`config.mk`:
```
export PLATFORM = sky130hd
export DESIGN_NAME = regfile_dump_reader
export DESIGN_NICKNAME = d
export VERILOG_FILES = /design/src/rtl/regfile_dump_reader_pkg.sv /design/src/rtl/regfile_dump_outreg.sv /design/src/rtl/regfile_dump_reader.sv
export SDC_FILE = /design/constraint.sdc
export NUM_CORES = 1
export LEC_CHECK = 0
export ABC_AREA = 1
export CORE_AREA = 2 2 97 75
export CTS_CLUSTER_SIZE = 25
export DETAILED_ROUTE_END_ITERATION = 8
export DIE_AREA = 0 0 99 77
export PLACE_DENSITY_LB_ADDON = 0.1
export SLEW_MARGIN = 20
export SYNTH_ARGS = -nofsm -noshare
export SYNTH_HDL_FRONTEND = slang
export SYNTH_SLANG_ARGS = --single-unit
```
`constraint.sdc`:
```
create_clock -name clk -period 1.55 [get_ports clk]
set_clock_uncertainty 0.1 [all_clocks]
set_input_delay 0.155 -clock clk [delete_from_list [all_inputs] [get_ports clk]]
set_output_delay 0.155 -clock clk [all_outputs]
set_load 0.005 [all_outputs]
```
`src/rtl/regfile_dump_reader_pkg.sv`:
```
// Shared types and constants for the register file dump reader.
//   dump_state_e : FSM states of the dump walker.
//   NUM_REGS     : number of registers walked at the default index width.
//   dump_beat_t  : one (index, value, last) beat at the default widths.
package regfile_dump_reader_pkg;

  localparam int unsigned DefAddrWidth = 5;
  localparam int unsigned DefDataWidth = 32;
  localparam int unsigned NUM_REGS     = 2 ** DefAddrWidth;

  typedef enum logic [1:0] {
    StIdle,
    StRun,
    StDrain
  } dump_state_e;

  typedef struct packed {
    logic [DefAddrWidth-1:0] idx;
    logic [DefDataWidth-1:0] data;
    logic                    last;
  } dump_beat_t;

endpackage

```
`src/rtl/regfile_dump_outreg.sv`:
```
// Valid/ready output register for the dump stream, including the capture-data mux.
//   load_i      : capture a new beat this edge (caller guarantees the slot is free).
//   clear_i     : final beat handshaked; drop valid and last.
//   load_idx_i  : index being captured; load_last_i marks the final index.
//   rf_*_i      : read data for load_idx_i plus the snooped write port.
//   valid_o/idx_o/data_o/last_o : registered beat, held stable while not accepted.
module regfile_dump_outreg #(
  parameter int unsigned ADDR_WIDTH = 5,
  parameter int unsigned DATA_WIDTH = 32
) (
  input  logic                  clk,
  input  logic                  rst,
  input  logic                  load_i,
  input  logic                  clear_i,
  input  logic [ADDR_WIDTH-1:0] load_idx_i,
  input  logic                  load_last_i,
  input  logic [DATA_WIDTH-1:0] rf_rdata_i,
  input  logic                  rf_wen_i,
  input  logic [ADDR_WIDTH-1:0] rf_waddr_i,
  input  logic [DATA_WIDTH-1:0] rf_wdata_i,
  output logic                  valid_o,
  output logic [ADDR_WIDTH-1:0] idx_o,
  output logic [DATA_WIDTH-1:0] data_o,
  output logic                  last_o
);

  logic                  valid_q, valid_d;
  logic [ADDR_WIDTH-1:0] idx_q, idx_d;
  logic [DATA_WIDTH-1:0] data_q, data_d;
  logic                  last_q, last_d;
  logic [DATA_WIDTH-1:0] cap_data;

  // x0 is hardwired zero; a write landing on the captured register this edge
  // wins over the stale read so the beat shows the post-edge value.
  always_comb begin
    if (load_idx_i == '0) begin
      cap_data = '0;
    end else if (rf_wen_i && (rf_waddr_i == load_idx_i)) begin
      cap_data = rf_wdata_i;
    end else begin
      cap_data = rf_rdata_i;
    end
  end

  always_comb begin
    valid_d = valid_q;
    idx_d   = idx_q;
    data_d  = data_q;
    last_d  = last_q;
    if (load_i) begin
      valid_d = 1'b1;
      idx_d   = load_idx_i;
      data_d  = cap_data;
      last_d  = load_last_i;
    end else if (clear_i) begin
      valid_d = 1'b0;
      last_d  = 1'b0;
    end
  end

  always_ff @(posedge clk or posedge rst) begin
    if (rst) begin
      valid_q <= 1'b0;
      idx_q   <= '0;
      data_q  <= '0;
      last_q  <= 1'b0;
    end else begin
      valid_q <= valid_d;
      idx_q   <= idx_d;
      data_q  <= data_d;
      last_q  <= last_d;
    end
  end

  assign valid_o = valid_q;
  assign idx_o   = idx_q;
  assign data_o  = data_q;
  assign last_o  = last_q;

endmodule

```
`src/rtl/regfile_dump_reader.sv`:
```
// Walks every architectural register through one read port and streams
// (index, value) beats over valid/ready, snooping the write port so writes
// landing at a register's capture edge are reflected.
//   start           : begin a dump (ignored while busy).
//   busy/done       : dump in progress / one-cycle completion pulse.
//   rf_raddr/rf_rdata : shared register file read port (combinational data).
//   rf_wen/rf_waddr/rf_wdata : snooped register file write port.
//   out_*           : beat stream; out_last marks the highest index.
module regfile_dump_reader
  import regfile_dump_reader_pkg::*;
#(
  parameter int unsigned ADDR_WIDTH = 5,
  parameter int unsigned DATA_WIDTH = 32
) (
  input  logic                  clk,
  input  logic                  rst,
  input  logic                  start,
  output logic                  busy,
  output logic                  done,
  output logic [ADDR_WIDTH-1:0] rf_raddr,
  input  logic [DATA_WIDTH-1:0] rf_rdata,
  input  logic                  rf_wen,
  input  logic [ADDR_WIDTH-1:0] rf_waddr,
  input  logic [DATA_WIDTH-1:0] rf_wdata,
  output logic                  out_valid,
  input  logic                  out_ready,
  output logic [ADDR_WIDTH-1:0] out_idx,
  output logic [DATA_WIDTH-1:0] out_data,
  output logic                  out_last
);

  // Counter carries one extra bit so it never wraps inside a dump.
  localparam logic [ADDR_WIDTH:0] LastCnt = {1'b0, {ADDR_WIDTH{1'b1}}};
  localparam logic [ADDR_WIDTH:0] CntOne  = {{ADDR_WIDTH{1'b0}}, 1'b1};

  dump_state_e           state_q, state_d;
  logic [ADDR_WIDTH:0]   cnt_q, cnt_d;
  logic                  busy_q, busy_d;
  logic                  done_q, done_d;
  logic                  load, clear;
  logic                  cnt_is_last;

  assign cnt_is_last = (cnt_q == LastCnt);

  always_comb begin
    state_d  = state_q;
    cnt_d    = cnt_q;
    busy_d   = busy_q;
    done_d   = 1'b0;
    load     = 1'b0;
    clear    = 1'b0;
    rf_raddr = '0;
    unique case (state_q)
      StIdle: begin
        if (start) begin
          state_d = StRun;
          cnt_d   = '0;
          busy_d  = 1'b1;
        end
      end
      StRun: begin
        rf_raddr = cnt_q[ADDR_WIDTH-1:0];
        // Output slot is free when empty or being drained this edge.
        load = !out_valid || out_ready;
        if (load) begin
          cnt_d = cnt_q + CntOne;
          if (cnt_is_last) begin
            state_d = StDrain;
          end
        end
      end
      StDrain: begin
        if (out_valid && out_ready) begin
          clear   = 1'b1;
          busy_d  = 1'b0;
          done_d  = 1'b1;
          state_d = StIdle;
        end
      end
      default: state_d = StIdle;
    endcase
  end

  always_ff @(posedge clk or posedge rst) begin
    if (rst) begin
      state_q <= StIdle;
      cnt_q   <= '0;
      busy_q  <= 1'b0;
      done_q  <= 1'b0;
    end else begin
      state_q <= state_d;
      cnt_q   <= cnt_d;
      busy_q  <= busy_d;
      done_q  <= done_d;
    end
  end

  regfile_dump_outreg #(
    .ADDR_WIDTH(ADDR_WIDTH),
    .DATA_WIDTH(DATA_WIDTH)
  ) u_outreg (
    .clk        (clk),
    .rst        (rst),
    .load_i     (load),
    .clear_i    (clear),
    .load_idx_i (cnt_q[ADDR_WIDTH-1:0]),
    .load_last_i(cnt_is_last),
    .rf_rdata_i (rf_rdata),
    .rf_wen_i   (rf_wen),
    .rf_waddr_i (rf_waddr),
    .rf_wdata_i (rf_wdata),
    .valid_o    (out_valid),
    .idx_o      (out_idx),
    .data_o     (out_data),
    .last_o     (out_last)
  );

  assign busy = busy_q;
  assign done = done_q;

endmodule
```
### After elaboration in Yosys (flattened, before gate mapping)

Cells that the tools add are included.

| operators by class | value |
|---|---|
| add/subtract/negate cells | 1 |
| equality and inequality tests | 8 |
| muxes and demuxes | 20 |
| reduce and logical (&&, ||, !) cells | 12 |

Operators by type and width:

| kind | number |
|---|---|
| $mux W32 | 2 |
| $mux W6 | 2 |
| $pmux W6 S2 | 1 |
| $mux W1 | 8 |
| $mux W2 | 4 |
| $add A6 B1 Y6 const B | 1 |
| $eq A6 B5 Y1 const B | 1 |
| $ne A2 B2 Y1 const B | 3 |
| $pmux W2 S3 | 1 |
| $reduce_and A3 Y1 | 2 |
| $reduce_bool A2 Y1 | 3 |
| $eq A5 B5 Y1 | 1 |
| $logic_not A5 Y1 | 1 |
| $mux W5 | 1 |
| $reduce_and A4 Y1 | 1 |
| $eq A2 B1 Y1 const B | 1 |
| $eq A2 B2 Y1 const B | 1 |
| $logic_and A1 B1 Y1 | 2 |
| $logic_not A2 Y1 | 1 |
| $ne A2 B1 Y1 const B | 1 |
| $pmux W1 S2 | 1 |
| $logic_not A1 Y1 | 1 |
| $logic_or A1 B1 Y1 | 1 |

| word-level totals | value |
|---|---|
| flip-flop bits (word level) | 49 |
| input port bits | 74 |
| output and inout bits | 46 |
| word-level logic and storage cells | 49 |

### Depth between registers and ports, before layout

| logic depth | value |
|---|---|
| depth after elaboration | 5 |
| gate-level depth with buffers | 9 |
| mapped depth without buffers | 9 |

### By module

From an unflattened synthesis, not the netlist that was laid out.

| second synthesis, totals | value |
|---|---|
| cell total of the unflattened synthesis | 408 |
| area total of the unflattened synthesis | 2,849.0 um2 |

Modules (own cells, without submodules):

| module | times used | cells each | area each (um2) | sequential area each (um2) |
|---|---|---|---|---|
| regfile_dump_outreg | 1 | 331 | 2,272.2 | 975.9 |
| regfile_dump_reader | 1 | 77 | 576.8 | 250.2 |

### Worst setup path after synthesis

OpenSTA, ideal clock, no wires.

| timing | value |
|---|---|
| path kind | reg2reg |
| from | register cnt_q[0] |
| to | register u_outreg.data_q[0], in the netlist u_outreg.data_o[0] |
| setup time | 0.117 ns |
| arrival time | 1.162 ns |
| data required time | 1.333 ns |
| setup slack | 0.171 ns |
| stages on the path, launching flop included | 8 |
| path buffers | 1 |
| clock period less this slack | 1.379 ns |
| path through | dfrtp_1 > inv_2 > nor2_1 > nor2_2 > buf_2 > nand4_1 > nand3_1 > nand2_1 |

| between the ends | value |
|---|---|
| word-level cells in the longest chain between the ends | 4 |
| elaborated cells between the ends (all ways) | 5 |
| those cells by class | eq/ne (1); mux (2); reduce/logical (2) |

Ends and longest elaborated chain:

| item | RTL line | text |
|---|---|---|
| start, declared | regfile_dump_reader.sv:37 | `logic [ADDR_WIDTH:0] cnt_q, cnt_d;` |
| start signal, assigned | regfile_dump_reader.sv:92 | `cnt_q <= cnt_d;` |
| $eq A5 B5 Y1 | regfile_dump_outreg.sv:38 | `end else if (rf_wen_i && (rf_waddr_i == load_idx_i)) begin` |
| $logic_and A1 B1 Y1 | regfile_dump_outreg.sv:38 |  |
| $mux W32 | regfile_dump_outreg.sv:38 |  |
| $mux W32 * | regfile_dump_outreg.sv:36 | `if (load_idx_i == '0) begin` |
| end signal, assigned | regfile_dump_outreg.sv:70 | `data_q <= data_d;` |
| end, declared | regfile_dump_outreg.sv:29 | `logic [DATA_WIDTH-1:0] data_q, data_d;` |

Mark *: on every way between the ends. The rest lies on a longest branch, timed or not.
A chain may end at the register's enable or synchronous reset.

### Worst setup path in the final report

| timing | value |
|---|---|
| from | register cnt_q[1] |
| to | register u_outreg.data_q[1], in the netlist u_outreg.data_o[1] |

The elaborated chain is that of the path after synthesis.

==> flow_summary_export.csv <==
group,metric,value,unit
outcome,outcome,"finished, final reports clean",
power,p_sw_share,36.6,%
clock_network,clockBufferDepth,2,
detailed_routing,via_count,2979,
final_layout,drive_gt1_share,13.3,%
clock_network,cts-buffers-inserted,5,
global_route,grt.overflow.total,0,
flow_run,max-cap-violations,0,
final_layout,syn2layout_area_growth,60.4,%
synthesis,synth-seq-cells,49,
floorplan,die_y,77,um
detailed_routing,drt_first_pass_iters,4,
power,internal_power,0.00362,W
power,p_seq_share,33.8,%
floorplan,start_util,42.1,%
final_layout,register_area,0.00123,mm2
power,p_sw,0.00209,W
floorplan,dieWidth,99,um
synthesis,ys.warnings.count,0,
timing,finalCritPeriodShare,98.9,%
floorplan,rows,26,
worst_hold_path,min_path_type,"in -> async",
timing,setup_viol,0,
critical_path,worst_ep_required_time,1.68,ns
power,pwr-share-comb,53.5,%
floorplan,top_level_ports,120,
timing,rsz0062_at_grt,"true",
timing,setup_ws,0.0176,ns
synthesis,synth_nets,467,
power,p_per_area,1270,mW/mm2
placement,io_buffer_count,119,
timing,relSlewSlack,81.9,%
final_layout,fin_nets,608,
global_route,grt_usage,20.9,%
detailed_routing,via_per_inst,4.83,
global_route,grt_pass1_vias,2739,
clock_network,clk_latency,0.29,ns
timing,clock.fmax,653,MHz
synthesis,netlist_area,0.00281,mm2
detailed_routing,wl,7.98,mm
detailed_routing,ant_nets,0,
global_route,antenna_found_initial,0,
power,power_leakage,2.38,nW
synthesis,synth_cell_types,26,
clock_network,cts_max_level,2,
detailed_routing,drc_errors,0,
critical_path,cp-start-kind,"register",
final_layout,diodes,0,
placement,gp_congestion,0.806,
floorplan,design.die.area,0.00762,mm2
critical_path,cp_max_fo,17,
global_route,grt_pass1_wl,13.0,mm
detailed_routing,drt_iter0_markers,97,
timing,worst_slew_pin_slew,0.271,ns
clock_network,root_buffer,"clkbuf_8",
floorplan,core_area,0.00667,mm2
final_layout,fin_util,67.5,%
critical_path,worstSetupPathType,"reg -> reg",
timing,timing.setup.tns,0,ns
power,power.share.clock,12.7,%
synthesis,synth.avg_cell_area,7.18,um2
clock_network,cts_sinks,49,
critical_path,cp.arrival,1.66,ns
placement,place_ws,-0.202,ns
clock_network,hold_buffers,0,
clock_network,cts_tree,"yes",
detailed_routing,routedWlPerCell,12.9,um
power,ir_worst_vdd,0.631,mV
critical_path,endpoint_kind,"register",
timing,maxSlewViolCount,0,
synthesis,yosysSeqAreaShare,43.7,%
final_layout,multi_input_area,0.00121,mm2
timing,finalHoldViolations,0,
global_route,grt_max_degree,50,
synthesis,synth_cells,391,
placement,hpwlAfterDp,5.77,mm
timing,min_period,1.53,ns
final_layout,fill_cells,568,
clock_network,path_clk_slew,0.09,ns
-- placed cells by master (no fill, tap or decap) --
cell type,synthesis,final
o21bai_1,1,1
buf_4,3,23
a31oi_4,0,1
nand3_1,34,30
nor3_2,0,1
nand3_2,1,5
o211ai_1,1,1
buf_12,0,10
nor2_8,1,1
o21ai_1,1,1
dfrtp_1,49,49
nand2_1,126,119
nor2_4,1,1
inv_2,5,7
a21oi_1,3,3
nand2_4,0,1
clkbuf_2,0,1
clkinvlp_4,0,1
a41oi_1,1,1
clkbuf_8,0,5
nor3_1,3,2
nor2_2,1,2
buf_6,3,1
clkdlybuf4s50_1,0,114
clkbuf_1,4,2
o21ai_0,8,8
nand3_4,2,2
nand2_2,3,9
nand4_1,34,34
nor2_1,15,14
ha_1,2,2
inv_1,79,77
dlygate4sd2_1,0,4
-- final timing paths --
path                                                 start                         endpoint  slack (ns)  cells past startpoint
max                                   cnt_q[1]$_DFFE_PP0P_   u_outreg.data_o[1]$_DFFE_PP0P_        0.02                     10
min                                                    rst             cnt_q[0]$_DFFE_PP0P_        0.11                      3
max reg2reg                           cnt_q[1]$_DFFE_PP0P_   u_outreg.data_o[1]$_DFFE_PP0P_        0.02                     10
min reg2reg                u_outreg.data_o[17]$_DFFE_PP0P_  u_outreg.data_o[17]$_DFFE_PP0P_        0.38                      2
max in group asynchronous                              rst  u_outreg.data_o[17]$_DFFE_PP0P_        1.00                      3
min in group clk           u_outreg.data_o[17]$_DFFE_PP0P_  u_outreg.data_o[17]$_DFFE_PP0P_        0.38                      2
-- state kept, by name (all words and copies together) (netlist names) --
| register | count |
|---|---|
| u_outreg.data_o | 32 |
| u_outreg.last_o | 1 |
| state_q | 2 |
| u_outreg.valid_o | 1 |
| done | 1 |
| busy | 1 |
| u_outreg.idx_o | 5 |
| cnt_q | 6 |
-- power groups by stage --
| stage | combinational (W) | clock, W | sequential (W) |
|---|---|---|---|
| global route | 0.00335 | 0.000803 | 0.00198 |
| global placement | 0.00287 | 0 | 0.00196 |
| floorplan | 0.00124 | 0 | 0.00195 |
| CTS | 0.00298 | 0.000758 | 0.00194 |
| finish | 0.00306 | 0.000727 | 0.00193 |
| detailed placement | 0.00291 | 0 | 0.00196 |
-- through the flow --
stage / instances / area [um2] / power (W) / hold WS (ns)
3_5_place_dp: 601 / 4320 / 0.00486 / 0.364
3_3_place_gp: 601 / 4320 / 0.00483 / 0.363
6_report: 617 / 4500 / 0.00572 / 0.111
4_1_cts: 614 / 4440 / 0.00567 / 0.127
5_1_grt: 617 / 4500 / 0.00614 / 0.167
2_1_floorplan: 391 / 2810 / 0.00319 / 0.238
-- cells by family (layout without fill, tap and decap cells) --
logic type	after synthesis	after routing	synth area share [%]
buffers and inverters	103	245	15.4
DFF	49	49	43.7
and+or+nand+nor	221	221	36.6
AOI/OAI and AO/OA	16	16	3.43
adders and majority gates	2	2	0.891
-- routing by layer --
metal,share of wire [%],wire length (um),track usage (%)
met1,46,3680,30.6
met2,45,3620,31.7
met3,8.2,652,4.83
met4,0.26,21,3.97
met5,0,0,0
-- worst max-delay path, cell delays in order (launching register included) --
cell and delay [ns]:
dfrtp_1 0.39, buf_4 0.14, nand2_1 0.05, nand2_1 0.05, nor2_2 0.12, buf_6 0.14
nand3_4 0.10, buf_12 0.17, nand2_1 0.06, nand3_1 0.08, nand2_1 0.07
-- repair_timing --
item                                    4_1_cts  5_1_grt
gates cloned                                  0        0
setup buffers                                 5        3
pin swaps                                     4        5
gates resized for setup                       8       15
endpoints found under the setup margin        8       36
-- cells in the mapped netlist --
cell type	number	area (um2)
nand2_2	3	18.8
a31oi_2	1	12.5
buf_2	9	45.0
nor2_8	1	20.0
nand4_1	34	213
o211ai_1	1	7.51
a41oi_1	1	8.76
o21bai_1	1	7.51
nor3_1	3	15.0
inv_2	5	18.8
nand3_4	2	35.0
buf_6	3	33.8
buf_4	3	22.5
inv_1	79	297
ha_1	2	25.0
a21oi_1	3	15.0
nand3_1	34	170
clkbuf_1	4	15.0
nor2_4	1	11.3
nand2_1	126	473
nor2_2	1	6.26
o21ai_0	8	40.0
dfrtp_1	49	1230
nand3_2	1	10.0
nor2_1	15	56.3
o21ai_1	1	5.00
-- cell type report --
class / count / share of cell area, %
sequential: 49 / 27.2
clock buffer: 7 / 1.69
inverter: 84 / 7.00
timing repair buffer: 153 / 34.7
multi-input combinational: 239 / 26.8
clock inverter: 1 / 0.167
tap: 84 / 2.33
(Power assumes the default switching activity.)
